`src/rtl/pipe_stall_controller.sv`:
```
// Stall/flush sequencer for the 5-stage pipeline: load-use stalls, data-memory freeze,
// branch flushes and halt, with saturating stall/flush counters and a memory-timeout flag.
module pipe_stall_controller #(
    parameter int MAX_WAIT = 16,
    parameter int CNT_W    = 16
) (
    input  logic             clk,
    input  logic             rst,
    input  logic             ID_EX_MemRead,
    input  logic [4:0]       ID_EX_Rt_addr,
    input  logic [4:0]       IF_ID_Rs_addr,
    input  logic [4:0]       IF_ID_Rt_addr,
    input  logic             branch_taken,
    input  logic             halt_req,
    input  logic             EX_MEM_mem_req,
    input  logic             dmem_ready,
    output logic             PC_Write,
    output logic             IF_ID_write,
    output logic             IF_ID_flush,
    output logic             ID_EX_write,
    output logic             ID_EX_bubble,
    output logic             EX_MEM_write,
    output logic             MEM_WB_bubble,
    output logic [CNT_W-1:0] stall_count,
    output logic [CNT_W-1:0] flush_count,
    output logic             mem_timeout,
    output logic             halted
);
    // state    | meaning
    // RUN      | normal issue; load-use, branch and halt rules apply
    // MEM_WAIT | data memory access outstanding, whole pipe frozen
    // HALTED   | halt retired; PC held, IF/ID fed NOPs until rst
    typedef enum logic [1:0] {RUN, MEM_WAIT, HALTED} state_t;

    localparam logic [CNT_W-1:0] WAIT_LIMIT = CNT_W'(MAX_WAIT);
    localparam logic [CNT_W-1:0] CNT_MAX    = '1;

    state_t           state, state_next;
    logic             freeze, load_use, flush_event;
    logic [CNT_W-1:0] wait_cnt;

    assign freeze   = EX_MEM_mem_req & ~dmem_ready;
    assign load_use = ID_EX_MemRead & (ID_EX_Rt_addr != 5'd0) &
                      ((ID_EX_Rt_addr == IF_ID_Rs_addr) | (ID_EX_Rt_addr == IF_ID_Rt_addr));
    assign halted   = (state == HALTED);

    always_comb begin
        PC_Write      = 1'b1;
        IF_ID_write   = 1'b1;
        IF_ID_flush   = 1'b0;
        ID_EX_write   = 1'b1;
        ID_EX_bubble  = 1'b0;
        EX_MEM_write  = 1'b1;
        MEM_WB_bubble = 1'b0;
        flush_event   = 1'b0;
        state_next    = state;
        if (rst) begin
            state_next = RUN;
        end else if (freeze) begin
            // freeze outranks everything, including a halt decoded this cycle
            PC_Write      = 1'b0;
            IF_ID_write   = 1'b0;
            ID_EX_write   = 1'b0;
            EX_MEM_write  = 1'b0;
            MEM_WB_bubble = 1'b1;
            if (state != HALTED) state_next = MEM_WAIT;
        end else if (state == HALTED) begin
            PC_Write    = 1'b0;
            IF_ID_flush = 1'b1;
        end else if (load_use) begin
            PC_Write     = 1'b0;
            IF_ID_write  = 1'b0;
            ID_EX_bubble = 1'b1;
            state_next   = RUN;
        end else if (halt_req) begin
            state_next = HALTED;
        end else begin
            if (branch_taken) begin
                IF_ID_flush = 1'b1;
                flush_event = 1'b1;
            end
            state_next = RUN;
        end
    end

    always_ff @(posedge clk) begin
        if (rst) begin
            state       <= RUN;
            wait_cnt    <= '0;
            mem_timeout <= 1'b0;
            stall_count <= '0;
            flush_count <= '0;
        end else begin
            state <= state_next;
            if (!freeze) begin
                wait_cnt <= '0;
            end else if (wait_cnt != WAIT_LIMIT) begin
                wait_cnt <= wait_cnt + CNT_W'(1);
            end
            if (freeze && (wait_cnt + CNT_W'(1)) == WAIT_LIMIT) mem_timeout <= 1'b1;
            if (!PC_Write && state != HALTED && stall_count != CNT_MAX)
                stall_count <= stall_count + CNT_W'(1);
            if (flush_event && flush_count != CNT_MAX)
                flush_count <= flush_count + CNT_W'(1);
        end
    end
endmodule

```
`config.mk`:
```
export PLATFORM = sky130hd
export DESIGN_NAME = pipe_stall_controller
export DESIGN_NICKNAME = d
export VERILOG_FILES = /design/src/rtl/pipe_stall_controller.sv
export SDC_FILE = /design/constraint.sdc
export NUM_CORES = 1
export LEC_CHECK = 0
export BUFFER_PORTS_ARGS = -buffer_cell sky130_fd_sc_hd__buf_2
export CAP_MARGIN = 10
export CORE_MARGIN = 2
export CORE_UTILIZATION = 26
export DETAILED_ROUTE_END_ITERATION = 10
export PLACE_DENSITY = 0.53
export SETUP_SLACK_MARGIN = 0.15
export SLEW_MARGIN = 20
export SYNTH_ARGS = -nofsm -noshare
export SYNTH_HDL_FRONTEND = slang
export SYNTH_SLANG_ARGS = --single-unit
```
`constraint.sdc`:
```
create_clock -name clk -period 4.3 [get_ports clk]
set_input_delay 0 -clock clk [delete_from_list [all_inputs] [get_ports clk]]
set_output_delay 0 -clock clk [all_outputs]
set_load 0.01 [all_outputs]
```
==> impl_metrics.py <==
metrics = {
    "synthesis": {
        "synth_edf_count": 0,
        "synth_area_um2": 2780,
        "synth_warnings": 0,
        "ys_seq_elements": 51,
        "async_flop_share": 0,
        "synth_cell_types": 49,
        "ys.flop_type": "dfxtp_1",
        "seq_area_frac_synth": 0.367,
        "syn-num-nets": 371,
        "synth_area_per_cell_um2": 8.06,
        "postSynthCellCount": 345,
    },
    "cts": {
        "clockRootBuffer": "clkbuf_8",
        "cts_num_sinks": 51,
        "htree_levels": 2,
        "cts-resized-gates": 0,
        "clk_pin_slew_worst_paths_ns": 0.10,
        "cts_tree": "built",
        "cts_hold_buffers": 1,
        "cts-buffers-inserted": 5,
        "clock_path_buffers": 2,
        "clock_latency_ns": 0.30,
        "cts_setup_buffers": 0,
    },
    "floorplanning": {
        "initial_core_util": 0.268,
        "fp.dieW_um": 107,
        "die-area_um2": 11500,
        "io_pins": 63,
        "die_y_um": 107,
        "core-area_um2": 10400,
        "num_rows": 37,
    },
    "route": {
        "wirelength_um": 7240,
        "ant_nets": 0,
        "drt_iter0_drc": 51,
        "vias": 2693,
        "via_per_inst": 5.01,
        "drc": 0,
        "avgRoutedWirePerCell_um": 13.5,
        "first_pass_iters": 4,
    },
    "setup_path": {
        "crit_top_cell": "nand2_1",
        "reg2reg_to": "flush_count[14]",
        "critical_path_required_ns": 4.53,
        "critical_path.cell_chain": "ha_1 -> nand2_1 -> nor4_1 -> nand2_1 -> or4_1 -> a21oi_1",
        "path_class": "reg -> reg",
        "slowest_delay_ns": 0.60,
        "worst_setup_path_end_kind": "flop",
        "reg2reg_slack_ns": 2.08,
        "reg2reg_depth": 6,
        "crit_arrival_ns": 2.45,
        "critPathSlowestCell": "nor4_1",
        "cp_max_fo": 6,
        "r2r-start": "flush_count[0]",
        "crit_path_start_kind": "flop",
    },
    "timing": {
        "period_needed_ns": 2.22,
        "fin_crit_sh": 0.516,
        "worst_slew_pin_slew_ns": 0.934,
        "slew_viol_final": 0,
        "setup_ws_ns": 2.08,
        "setup_viol": 0,
        "rsz0062_at_grt": "false",
        "finalHoldViolCount": 0,
        "max-slew-margin-rel": 0.377,
        "clock.fmax_ghz": 0.451,
        "skew_ns": 0.00764,
        "fin_tns_setup_ns": 0,
    },
    "run": {
        "drv_cap": 0,
    },
    "worst_hold_path": {
        "timing.hold.worst_path_depth": 2,
        "min_from": "rst",
        "holdPathEnd": "stall_count[1]",
        "hold_path_class": "in -> reg",
    },
    "placement": {
        "dp_hpwl_um": 5410,
        "dp_slack_ns": 1.94,
        "numPortBuffers": 62,
        "gp_congestion": 0.814,
        "dp.cells": 529,
    },
    "power_and_ir_drop": {
        "power_uw": 851,
        "p_leak_nw": 1.18,
        "peakVddDrop_v": 0.000109,
        "powerDensity_nw_per_um2": 258,
    },
    "cells_and_area": {
        "layout_common_cells": "62 x buf_2, 51 x dfxtp_1, 34 x nand2_1, 34 x nor2_1, 27 x a21oi_1",
        "final_common_cell": "buf_2",
        "area_delta_synth_final_pct": 18.7,
        "n_antenna_cell": 0,
        "nets": 427,
        "final_cells": 538,
        "layout-drive-gt1-share": 0.201,
    },
    "global_route": {
        "overflow": 0,
        "antenna_found_initial": 0,
        "grt_max_degree": 33,
        "grt_pass1_vias": 2594,
        "grt_usage": 0.130,
        "grt_pass1_wl_um": 12300,
    },
    "run_status": {
        "run_status": "finished, final reports clean",
    },
}
[through the flow]
stage	instance area, um2	hold slack (ns)	util
2_1_floorplan	2780	0.140	-
3_3_place_gp	3190	0.279	0.308
3_5_place_dp	3190	0.285	0.308
4_1_cts	3300	0.201	0.318
5_1_grt	3300	0.221	0.318
6_report	3300	0.200	0.318
[synthesized netlist by cell type, types with 3 or more instances]
cell	instances	area (um2)
nand3_1	26	130
inv_1	12	45.0
xnor2_1	16	140
or3_1	10	62.6
mux2i_1	5	50.1
nor2b_1	5	31.3
or4_1	11	82.6
nand4_1	8	50.1
ha_1	4	50.1
a31o_2	3	26.3
o31ai_1	10	75.1
o21ai_0	12	60.1
nor2_1	34	128
nand2_1	34	128
clkbuf_1	9	33.8
nor4_1	5	31.3
a21oi_1	27	135
dfxtp_1	51	1020
nor3_1	6	30.0
xor2_1	12	105
and3_1	6	37.5
[layout make-up]
cell class,count,area (um2)
Inverter,12,45.0
Timing Repair Buffer,63,320
Fill cell,1147,7070
Clock inverter,1,8.76
Multi-Input combinational cell,268,1650
Sequential cell,51,1020
Tap cell,136,170
Clock buffer,7,86.3
[worst max-delay path by stage]
stage	from	end	slack (ns)	depth (start not counted)
detailed placement	stall_count[0]	stall_count[15]	1.94	7
global route	flush_count[0]	flush_count[10]	1.81	7
finish	flush_count[0]	flush_count[14]	2.08	6
global placement	stall_count[0]	stall_count[15]	2.04	7
floorplan	stall_count[0]	stall_count[13]	2.37	8
CTS	stall_count[0]	stall_count[13]	1.91	7
[worst max-delay path, delay by kind of cell (launching register included)]
kind,cells,cell delay [ns]
AO/OA/AOI/OAI,1,0.14
adder cells (fa/ha/maj),1,0.22
flip-flops,1,0.41
AND/OR/NAND/NOR,4,1.38
[routing by layer]
| metal | wire length (um) | global-route usage | up-vias |
|---|---|---|---|
| li1 | - | - | 1361 |
| met1 | 3410 | 0.171 | 1253 |
| met2 | 3350 | 0.211 | 66 |
| met3 | 337 | 0.0248 | 13 |
| met4 | 146 | 0.0467 | 0 |
| met5 | 0 | 0 | - |
[sequential cells by signal (all words and copies together) (netlist names)]
name	cells
flush_count	16
stall_count	16
wait_cnt	16
mem_timeout	1
state	2
[where the power goes]
part	internal (mW)	leakage, nW	switching [mW]
Sequential	0.475	0.411	0.00237
Clock	0.132	0.0484	0.163
Combinational	0.0293	0.723	0.0498
Total	0.636	1.18	0.215
[kinds of logic (layout without fill, tap and decap cells)]
kind of cell	count (synthesis)	in the layout	synth area share
multiplexers	6	6	0.0220
AO/OA/AOI/OAI	73	73	0.175
buffers and inverters	26	83	0.0414
adder cells (fa/ha/maj)	4	4	0.0180
AND/OR/NAND/NOR	157	157	0.289
XOR/XNOR	28	28	0.0882
flip-flops	51	51	0.367
Note: power is estimated with default switching activity, not from simulation.
